==> config.mk <==
export PLATFORM = sky130hd
export DESIGN_NAME = ys_poly_small_ctrl
export DESIGN_NICKNAME = d
export VERILOG_FILES = /design/src/rtl/ys_poly_small_pkg.sv /design/src/rtl/ys_poly_small_dly.sv /design/src/rtl/ys_poly_small_ctrl.sv
export SDC_FILE = /design/constraint.sdc
export NUM_CORES = 1
export LEC_CHECK = 0
export ABC_AREA = 1
export CAP_MARGIN = 25
export CORE_AREA = 4 4 88 90
export CTS_BUF_LIST = sky130_fd_sc_hd__clkbuf_2
export DETAILED_ROUTE_END_ITERATION = 8
export DIE_AREA = 0 0 92 94
export GPL_TIMING_DRIVEN = 0
export PLACE_DENSITY_LB_ADDON = 0.3
export SYNTH_ARGS = -nofsm -noshare
export SYNTH_HDL_FRONTEND = slang
export SYNTH_HIERARCHICAL = 1
export SYNTH_SLANG_ARGS = --single-unit
==> constraint.sdc <==
create_clock -name clk -period 3.3 [get_ports clk]
set_input_delay 0.66 -clock clk [delete_from_list [all_inputs] [get_ports clk]]
set_output_delay 0.66 -clock clk [all_outputs]
set_load 0.05 [all_outputs]
==> src/rtl/ys_poly_small_pkg.sv <==
// ys_poly_small shared definitions.
// Holds the default polynomial and RAM geometry, coefficient widths, the
// sequencer FSM state encoding, and the helpers that derive the beat count
// and the last-beat lane mask from the coefficient count.
package ys_poly_small_pkg;

    localparam int NTRU_N_DEF = 509;
    localparam int AW_DEF     = 7;
    localparam int DW_13      = 13;
    localparam int DW_PH      = 4 * DW_13;   // one RAM word: four coefficients

    typedef enum logic [1:0] {
        S_IDLE  = 2'd0,
        S_READ  = 2'd1,
        S_DRAIN = 2'd2,
        S_DONE  = 2'd3
    } state_t;

    // Eight coefficients per beat: two RAM words of four coefficients each.
    function automatic int beats_of(input int n);
        return (n + 7) / 8;
    endfunction

    // On the last beat, lane j carries coefficient 8*(beats-1)+j.
    // Only lanes below n hold real coefficients.
    function automatic logic [7:0] last_mask(input int n);
        int valid;
        valid = n - 8 * (beats_of(n) - 1);
        return 8'((1 << valid) - 1);
    endfunction

endpackage

==> src/rtl/ys_poly_small_dly.sv <==
// ys_poly_small_dly: width x depth register shift line with synchronous clear.
// It aligns the read-side controls with the data that ram1 returns.
//   clk  : clock
//   clr  : synchronous clear; every stage is zeroed on the same edge
//   din  : value entering stage 0
//   dout : value leaving the last stage, DEPTH cycles after it entered
module ys_poly_small_dly #(
    parameter int W     = 1,
    parameter int DEPTH = 1
) (
    input  logic         clk,
    input  logic         clr,
    input  logic [W-1:0] din,
    output logic [W-1:0] dout
);

    logic [W-1:0] pipe [DEPTH];

    always_ff @(posedge clk) begin
        if (clr) begin
            for (int i = 0; i < DEPTH; i++) pipe[i] <= '0;
        end else begin
            pipe[0] <= din;
            for (int i = 1; i < DEPTH; i++) pipe[i] <= pipe[i-1];
        end
    end

    assign dout = pipe[DEPTH-1];

endmodule

==> src/rtl/ys_poly_small_ctrl.sv <==
// ys_poly_small_ctrl: sequencer for the ys_poly_small execution datapaths.
// A pass streams the source polynomial out of ram1, two words per beat, with no
// bubbles between beats. It then replays the same addresses as ram2 writes
// RAM_RD_LAT cycles later, so each write lines up with its read data.
// Optional build macro YS_POLY_SMALL_PADMASK_EN: when it is defined, the last
// write beat masks the pad lanes, and ram2_web is dropped if every lane on
// port b is pad. When it is undefined, every write beat is unmasked.
// Ports:
//   clk, rst            : clock, synchronous active-high reset
//   start               : one-cycle start request; accepted only when idle
//   busy, done          : pass in progress / one-cycle completion pulse
//   ram1_ena            : ram1 read enable for both ports
//   ram1_addra/addrb    : even / odd ram1 word address of the current beat
//   ram2_wea/web        : ram2 write enables
//   ram2_addra/addrb    : ram2 write addresses
//   f_ctr               : 0 on the write beat carrying coefficient 0, else 1
//   pad_mask            : lane-valid mask of the current write beat (0 when idle)
//
// state   | meaning
// S_IDLE  | waiting for start
// S_READ  | issuing BEATS back-to-back ram1 reads
// S_DRAIN | waiting RAM_RD_LAT cycles for the last writes to retire
// S_DONE  | one-cycle done pulse
module ys_poly_small_ctrl
    import ys_poly_small_pkg::*;
#(
    parameter int NTRU_N     = NTRU_N_DEF,
    parameter int AW         = AW_DEF,
    parameter int RAM_RD_LAT = 1
) (
    input  logic          clk,
    input  logic          rst,
    input  logic          start,
    output logic          busy,
    output logic          done,
    output logic          ram1_ena,
    output logic [AW-1:0] ram1_addra,
    output logic [AW-1:0] ram1_addrb,
    output logic          ram2_wea,
    output logic          ram2_web,
    output logic [AW-1:0] ram2_addra,
    output logic [AW-1:0] ram2_addrb,
    output logic          f_ctr,
    output logic [7:0]    pad_mask
);

    localparam int BEATS = beats_of(NTRU_N);
    localparam logic [AW-1:0] BEATS_M1 = AW'(BEATS - 1);
    localparam logic [AW-1:0] LAT_M1   = AW'(RAM_RD_LAT - 1);
    localparam int PW = 3 + 8 + 2 * AW;

    if (2 * BEATS > (1 << AW)) begin : g_aw_too_small
        $fatal(1, "ys_poly_small_ctrl: AW too narrow for 2*BEATS word addresses");
    end
    if (RAM_RD_LAT < 1 || RAM_RD_LAT > 3) begin : g_lat_range
        $fatal(1, "ys_poly_small_ctrl: RAM_RD_LAT must be 1..3");
    end

    state_t        state;
    logic [AW-1:0] cnt;      // READ: beats still to issue; DRAIN: cycles still to wait

    always_ff @(posedge clk) begin
        if (rst) begin
            state      <= S_IDLE;
            cnt        <= '0;
            busy       <= 1'b0;
            done       <= 1'b0;
            ram1_ena   <= 1'b0;
            ram1_addra <= '0;
            ram1_addrb <= '0;
        end else begin
            done <= 1'b0;
            case (state)
                S_IDLE: begin
                    if (start) begin
                        state      <= S_READ;
                        cnt        <= BEATS_M1;
                        busy       <= 1'b1;
                        ram1_ena   <= 1'b1;
                        ram1_addra <= '0;
                        ram1_addrb <= AW'(1);
                    end
                end
                S_READ: begin
                    if (cnt == '0) begin
                        state      <= S_DRAIN;
                        cnt        <= LAT_M1;
                        ram1_ena   <= 1'b0;
                        ram1_addra <= '0;
                        ram1_addrb <= '0;
                    end else begin
                        cnt        <= cnt - AW'(1);
                        ram1_addra <= ram1_addra + AW'(2);
                        ram1_addrb <= ram1_addrb + AW'(2);
                    end
                end
                S_DRAIN: begin
                    if (cnt == '0) begin
                        state <= S_DONE;
                        busy  <= 1'b0;
                        done  <= 1'b1;
                    end else begin
                        cnt <= cnt - AW'(1);
                    end
                end
                S_DONE: state <= S_IDLE;
                default: state <= S_IDLE;
            endcase
        end
    end

    // The write-side controls are formed on the read side and then delayed.
    // Every ram2 output is therefore a plain register output of the delay line.
    logic          f_rd;
    logic          web_rd;
    logic [7:0]    mask_rd;
    logic [PW-1:0] pipe_out;

    assign f_rd = ram1_ena & (ram1_addra != '0);

`ifdef YS_POLY_SMALL_PADMASK_EN
    localparam logic [AW-1:0] LAST_ADDR = AW'(2 * (BEATS - 1));
    localparam logic [7:0]    LAST_MASK = last_mask(NTRU_N);
    logic rd_last;
    assign rd_last = ram1_ena & (ram1_addra == LAST_ADDR);
    assign mask_rd = !ram1_ena ? 8'h00 : (rd_last ? LAST_MASK : 8'hFF);
    assign web_rd  = ram1_ena & ~(rd_last & (LAST_MASK[7:4] == 4'h0));
`else
    assign mask_rd = ram1_ena ? 8'hFF : 8'h00;
    assign web_rd  = ram1_ena;
`endif

    ys_poly_small_dly #(
        .W     (PW),
        .DEPTH (RAM_RD_LAT)
    ) u_dly (
        .clk  (clk),
        .clr  (rst),
        .din  ({ram1_ena, web_rd, f_rd, mask_rd, ram1_addra, ram1_addrb}),
        .dout (pipe_out)
    );

    assign {ram2_wea, ram2_web, f_ctr, pad_mask, ram2_addra, ram2_addrb} = pipe_out;

endmodule

==> results of run 1 <==
-- flip-flops by register name, indices dropped and copies added (netlist names) --
register    count
ram1_addra      6
cnt             7
busy            1
u_dly/pipe     25
state           2
ram1_addrb      7
done            1
-- kinds of logic (layout without fill, tap and decap cells) --
family / count (synthesis) / in the layout / share of synthesized area
flops: 49 / 49 / 0.4775
fa+ha+maj: 7 / 7 / 0.04263
buf+inv: 56 / 106 / 0.1175
compound gates: 24 / 24 / 0.06639
xor+xnor: 8 / 8 / 0.03411
simple gates: 118 / 118 / 0.2601
other cells: 1 / 2 / 0.001825
-- metal layers --
layer | vias to the layer above | share of wire
met4 | 0 | 0.016
li1 | 884 | -
met2 | 29 | 0.48
met5 | - | 0
met3 | 5 | 0.043
met1 | 720 | 0.46
-- cell type report --
type | count | area, um2 | area share
tap | 99 | 123.9 | 0.04633
clock buffer | 5 | 25.02 | 0.009359
timing repair buffer | 42 | 420.4 | 0.1572
multi-input combinational | 159 | 835.8 | 0.3126
inverter | 49 | 183.9 | 0.06879
sequential | 49 | 980.9 | 0.3669
buffer | 7 | 57.56 | 0.02153
clock inverter | 3 | 46.29 | 0.01731
-- power groups by stage --
stage	clock [mW]	sequential (mW)	combinational, mW
global placement	0	0.809	1.02
floorplan	0	1.01	0.562
CTS	0.338	0.796	1.04
detailed placement	0	0.810	1.04
finish	0.326	0.794	1.02
global route	0.360	0.814	1.13
-- cell usage in the layout (no fill, tap or decap), drive strengths merged --
cell	count
a21oi	16
buf	6
bufinv	1
clkbuf	6
clkdlybuf4s50	42
clkinv	1
clkinvlp	1
conb	2
dfxtp	49
ha	7
inv	49
nand2	52
nand3	12
nand4	3
nor2	49
nor3b	1
o21a	1
o21ai	5
o21bai	1
o41ai	1
or2	1
xnor2	2
xor2	6
-- worst min path at each step --
stage                                       end  slack (ns)  depth (start not counted)
floorplan                 state[1]$_SDFFE_PP0P_        0.47                          2
global placement    u_dly/pipe[0][6]$_SDFF_PP0_        0.44                          2
detailed placement  u_dly/pipe[0][6]$_SDFF_PP0_        0.44                          2
CTS                 u_dly/pipe[0][1]$_SDFF_PP0_        0.36                          2
global route        u_dly/pipe[0][1]$_SDFF_PP0_        0.34                          2
finish              u_dly/pipe[0][1]$_SDFF_PP0_        0.37                          2
-- through the flow --
step	setup slack, ns	area, um2
after floorplan	1.512	2058
after global placement	1.045	2603
after detailed placement	1.043	2603
after CTS	0.5416	2674
after global routing	0.4400	2674
final	0.5825	2674
==> insert_results.sql, run 1 <==
INSERT INTO impl_metrics (metric_group, metric, value, unit) VALUES
('cts', 'cts_max_level', '2', ''),
('sta', 'timing_max_transition_violations_final', '0', ''),
('run', 'max_cap_viol_count', '0', ''),
('setup_path', 'critical_path_peak_fanout', '15', ''),
('setup_path', 'reg_to_reg_endpoint', 'cnt[3]$_SDFFE_PP0P_', ''),
('sta', 'worst_pin_slew', '0.5121', 'ns'),
('place', 'numPlacedInstances', '405', ''),
('global_routing', 'overflow', '0', ''),
('route', 'count_of_routing_violations_after_the_opening_detailed_route_iteration', '75', ''),
('setup_path', 'worst_setup_path_end_kind', 'output pin', ''),
('route', 'avgViaCountPerCell', '3.966', ''),
('cts', 'postCtsResizedCells', '0', ''),
('floorplan', 'core.rowCount', '31', ''),
('global_routing', 'first_global_vias', '1502', ''),
('synthesis', 'ys_seq_elements', '49', ''),
('sta', 'max-slew-margin-rel', '0.6575', ''),
('setup_path', 'cp_num_cells', '2', ''),
('synthesis', 'syn-instance-count', '263', ''),
('route', 'drt_first_pass_iters', '6', ''),
('synthesis', 'post_synth_num_cell_types', '27', ''),
('sta', 'grt_setup_unrepaired', 'no', ''),
('synthesis', 'number_of_enable_type_register_cells_in_the_synthesized_netlist', '0', ''),
('route', 'vias', '1638', ''),
('power_and_ir_drop', 'power.switching_fraction', '0.4541', ''),
('route', 'totalWireLength', '3956', 'um'),
('sta', 'report.final.hold_viol_count', '0', ''),
('place', 'gp_congestion', '0.7542', ''),
('floorplan', 'dieArea', '0.008648', 'mm2'),
('route', 'antenna_left', '0', ''),
('floorplan', 'die_height', '94', 'um'),
('cells_and_area', 'n_antenna_cell', '0', ''),
('power_and_ir_drop', 'pwr_density', '799.8', 'mW/mm2'),
('synthesis', 'synth_area', '0.002054', 'mm2'),
('cts', 'max-clock-path-buffers', '2', ''),
('power_and_ir_drop', 'irDropWorstVdd', '0.0002533', 'V'),
('power_and_ir_drop', 'share_of_total_power_in_sequential_cells', '0.371', ''),
('outcome', 'run_status', 'finished clean', ''),
('global_routing', 'gr-max-usage-layer', 'met2', ''),
('cts', 'total_clock_sinks', '49', ''),
('sta', 'timing.clock.skew', '0.01982', 'ns'),
('setup_path', 'worstSetupEndpoint', 'ram1_addrb[0]', ''),
('synthesis', 'synth.avg_cell_area', '7.812', 'um2'),
('setup_path', 'path_class', 'flip-flop to output pin', ''),
('floorplan', 'chipWidth', '92', 'um'),
('setup_path', 'critical_path.top_delay_family', 'buffers and inverters', ''),
('power_and_ir_drop', 'total_power', '2.139', 'mW'),
('synthesis', 'synthTopCellsByCount', '49 x sky130_fd_sc_hd__dfxtp_1, 49 x sky130_fd_sc_hd__inv_1, 49 x sky130_fd_sc_hd__nand2_1, 41 x sky130_fd_sc_hd__nor2_1, 15 x sky130_fd_sc_hd__a21oi_1', ''),
('setup_path', 'cp-start-kind', 'flip-flop', ''),
('cts', 'cts_tree', 'yes', ''),
('cells_and_area', 'num-fill-cells', '774', ''),
('cts', 'hold_buffers', '0', ''),
('power_and_ir_drop', 'internal_power', '1.167', 'mW'),
('synthesis', 'synthTopCellsByArea', 'sky130_fd_sc_hd__dfxtp_1 48%, sky130_fd_sc_hd__inv_1 9.0%, sky130_fd_sc_hd__nand2_1 9.0%', ''),
('global_routing', 'initial_antenna_violation_count', '0', ''),
('cells_and_area', 'area.growth.synth_to_final', '30.15', '%'),
('setup_path', 'critical_path.cell_chain', 'buf_4, clkdlybuf4s50_1', ''),
('setup_path', 'timing.reg2reg.setup_slack', '1.66', 'ns'),
('setup_path', 'rr_startpoint', 'state[0]$_SDFFE_PP0P_', ''),
('setup_path', 'critical_path.startpoint', 'ram1_addrb[0]$_SDFFE_PP0P_', ''),
('setup_path', 'worstPathArrival', '2.06', 'ns'),
('global_routing', 'track_usage', '0.09655', ''),
('cells_and_area', 'layout.core_utilization', '0.3788', ''),
('setup_path', 'cp_data_required_time', '2.64', 'ns'),
('synthesis', 'ys_dominant_reg_cell', 'sky130_fd_sc_hd__dfxtp_1', ''),
('synthesis', 'yosysSeqAreaShare', '0.4775', ''),
('place', 'post-dp-hpwl', '3012', 'um'),
('sta', 'setup_viol', '0', ''),
('cts', 'clock_latency', '0.43', 'ns'),
('route', 'wire_per_inst', '9.579', 'um'),
('sta', 'achievable-frequency', '0.3680', 'GHz'),
('hold_path', 'hold_class', 'input port to flip-flop', '');
(Power assumes the default switching activity.)
==> inputs of run 2 (changes only) <==
==> constraint.sdc (replaced) <==
create_clock -name clk -period 2.2 [get_ports clk]
set_input_delay 0.44 -clock clk [delete_from_list [all_inputs] [get_ports clk]]
set_output_delay 0.44 -clock clk [all_outputs]
set_load 0.05 [all_outputs]
==> insert_results.sql, run 2 (same netlist as run 1, synthesis figures left out) <==
INSERT INTO impl_metrics (metric_group, metric, value, unit) VALUES
('floorplan', 'core.rowCount', '31', ''),
('cts', 'clk_tree_root_cell', 'sky130_fd_sc_hd__clkbuf_2', ''),
('cts', 'total_clock_sinks', '49', ''),
('setup_path', 'critical_path.top_delay_family', 'buffers and inverters', ''),
('route', 'vias', '1641', ''),
('route', 'routed.top_layer', 'met4', ''),
('floorplan', 'boundaryPins', '45', ''),
('power_and_ir_drop', 'irDropWorstVdd', '0.0003739', 'V'),
('power_and_ir_drop', 'netSwitchingPower', '1.455', 'mW'),
('setup_path', 'path_class', 'flip-flop to output pin', ''),
('route', 'drt_first_pass_iters', '6', ''),
('power_and_ir_drop', 'power.switching_fraction', '0.4557', ''),
('setup_path', 'critical_path_peak_fanout', '4', ''),
('setup_path', 'worst_setup_path_end_kind', 'output pin', ''),
('cells_and_area', 'finalInstanceArea', '0.002674', 'mm2'),
('floorplan', 'start_util', '0.2910', ''),
('route', 'totalWireLength', '3956', 'um'),
('setup_path', 'worstPathArrival', '1.65', 'ns'),
('route', 'detail_route.drc_violations', '0', ''),
('place', 'post-dp-hpwl', '3012', 'um'),
('sta', 'final.min_clock_period', '2.093', 'ns'),
('cells_and_area', 'layout-drive-gt1-share', '0.1019', ''),
('sta', 'achievable-frequency', '0.4777', 'GHz'),
('route', 'antenna_left', '0', ''),
('cts', 'clock_latency', '0.43', 'ns'),
('power_and_ir_drop', 'share_of_total_power_in_sequential_cells', '0.374', ''),
('floorplan', 'dieArea', '0.008648', 'mm2'),
('cells_and_area', 'final_cell_mix', '49 x sky130_fd_sc_hd__inv_1, 49 x sky130_fd_sc_hd__nand2_1, 48 x sky130_fd_sc_hd__dfxtp_1, 41 x sky130_fd_sc_hd__nor2_1, 29 x sky130_fd_sc_hd__clkdlybuf4s50_1', ''),
('route', 'wl_met1', '1810', 'um'),
('global_routing', 'maximum_number_of_pins_on_one_net_before_global_route_repair', '17', ''),
('outcome', 'run_status', 'finished clean', ''),
('floorplan', 'core_area', '0.007059', 'mm2'),
('setup_path', 'rr_startpoint', 'state[0]$_SDFFE_PP0P_', ''),
('route', 'avgViaCountPerCell', '3.973', ''),
('global_routing', 'first_global_vias', '1502', ''),
('cells_and_area', 'n_antenna_cell', '0', ''),
('cts', 'cts_max_level', '2', ''),
('global_routing', 'track_usage', '0.09655', ''),
('power_and_ir_drop', 'p_leak', '1.204', 'nW'),
('cells_and_area', 'biggestRegsByFlops', 'u_dly/pipe x25, cnt x7, ram1_addrb x7', ''),
('setup_path', 'cp-start-kind', 'flip-flop', ''),
('cts', 'cts_bufs_inserted', '5', ''),
('floorplan', 'die_height', '94', 'um'),
('cells_and_area', 'area.growth.synth_to_final', '30.15', '%'),
('global_routing', 'grt_first_pass_wirelength', '6762', 'um'),
('sta', 'worst_pin_slew', '0.5152', 'ns'),
('hold_path', 'hold_start', 'rst', ''),
('sta', 'report.final.hold_viol_count', '0', ''),
('power_and_ir_drop', 'pwr_density', '1194', 'mW/mm2'),
('setup_path', 'slowest_stage', 'sky130_fd_sc_hd__clkdlybuf4s50_1', ''),
('place', 'io_buffer_count', '42', ''),
('route', 'route.met2.wl', '1912', 'um'),
('cts', 'cts.reportedPaths.clkPinSlew', '0.26', 'ns'),
('sta', 'grt_setup_unrepaired', 'no', ''),
('route', 'met3_wirelength', '172', 'um'),
('cells_and_area', 'number_of_flip_flops_in_the_largest_register', '25', ''),
('run', 'max_cap_viol_count', '0', ''),
('global_routing', 'overflow', '0', ''),
('sta', 'setup_tns', '0', 'ns'),
('sta', 'timing.clock.skew', '0.02019', 'ns'),
('route', 'wire_per_inst', '9.579', 'um'),
('power_and_ir_drop', 'clock_power_share', '0.153', ''),
('route', 'count_of_routing_violations_after_the_opening_detailed_route_iteration', '63', ''),
('sta', 'timing_max_transition_violations_final', '0', ''),
('sta', 'setup_viol', '0', ''),
('setup_path', 'cp_data_required_time', '1.76', 'ns'),
('power_and_ir_drop', 'total_power', '3.192', 'mW'),
('cells_and_area', 'max_flop_register', 'u_dly/pipe', ''),
('setup_path', 'buffers_and_inverters_on_the_worst_path', '1', ''),
('cells_and_area', 'final_net_count', '323', ''),
('power_and_ir_drop', 'internal_power', '1.737', 'mW'),
('cts', 'max-clock-path-buffers', '2', ''),
('setup_path', 'critical-path-max-stage-delay', '0.82', 'ns'),
('hold_path', 'hold_class', 'input port to flip-flop', ''),
('place', 'gp_congestion', '0.7542', ''),
('floorplan', 'chipWidth', '92', 'um'),
('cts', 'cts_tree', 'yes', ''),
('power_and_ir_drop', 'comb_power_share', '0.474', ''),
('place', 'post_dp_area', '0.002603', 'mm2'),
('sta', 'final_min_period_over_clock_period', '0.9514', ''),
('sta', 'max-slew-margin-rel', '0.6560', ''),
('global_routing', 'initial_antenna_violation_count', '0', ''),
('setup_path', 'critical_path.cell_chain', 'clkdlybuf4s50_1', ''),
('setup_path', 'critical_path.startpoint', 'ram1_addrb[6]$_SDFFE_PP0P_', '');
[run 2: changes by cell type in the layout (fill, tap and decap cells not counted), sizes merged]
cell / previous run / this run
dlygate4sd2: 0 / 9
clkdlybuf4s50: 42 / 29
dlymetal6s2s: 0 / 4
[run 2: stage by stage]
step                std cells  hold WS (ns)  worst slack (ns)    util
floorplan                 264        0.4720            0.6319       -
global placement          405        0.4444            0.1649  0.3687
detailed placement        405        0.4435            0.1633  0.3687
CTS                       413        0.1368           0.01139  0.3773
global route              413        0.1231           0.01316  0.3788
finish                    413        0.1558            0.1068  0.3788
[run 2: final cells by class]
cell class,count,area (um2)
clock buffers,5,25.02
inverters,49,183.9
plain buffers,7,57.56
well taps,99,123.9
flip-flops and latches,49,982.2
fillers,773,4385
repair buffers,42,419.2
multi-input cells,159,835.8
clock inverters,3,46.29
[run 2: path summary, 6_finish.rpt]
kind                                 endpoint  slack (ns)  cells after the start
setup / recovery                ram1_addrb[6]        0.11                      1
hold / removal    u_dly/pipe[0][1]$_SDFF_PP0_        0.16                      2
setup reg to reg          cnt[3]$_SDFFE_PP0P_        0.56                      8
hold reg to reg   u_dly/pipe[0][6]$_SDFF_PP0_        0.45                      2
[run 2: what timing repair did]
| item | 4_1_cts | 5_1_grt |
|---|---|---|
| hold buffers | 0 | 0 |
| gates resized for setup | 10 | 4 |
| setup buffers | 0 | 0 |
| setup endpoints to repair | 9 | 4 |
[run 2: power groups by stage]
stage               clock network, mW  logic [mW]  registers [mW]
floorplan                           0       0.843            1.52
global placement                    0        1.53            1.21
detailed placement                  0        1.55            1.21
CTS                             0.507        1.54            1.20
global route                    0.539        1.68            1.22
finish                          0.487        1.51            1.19
[run 2: per-layer routing]
| layer | GRT usage | up-vias |
|---|---|---|
| met5 | 0 | - |
| met3 | 0.02724 | 5 |
| li1 | - | 884 |
| met4 | 0.03713 | 0 |
| met2 | 0.1721 | 29 |
| met1 | 0.1090 | 723 |
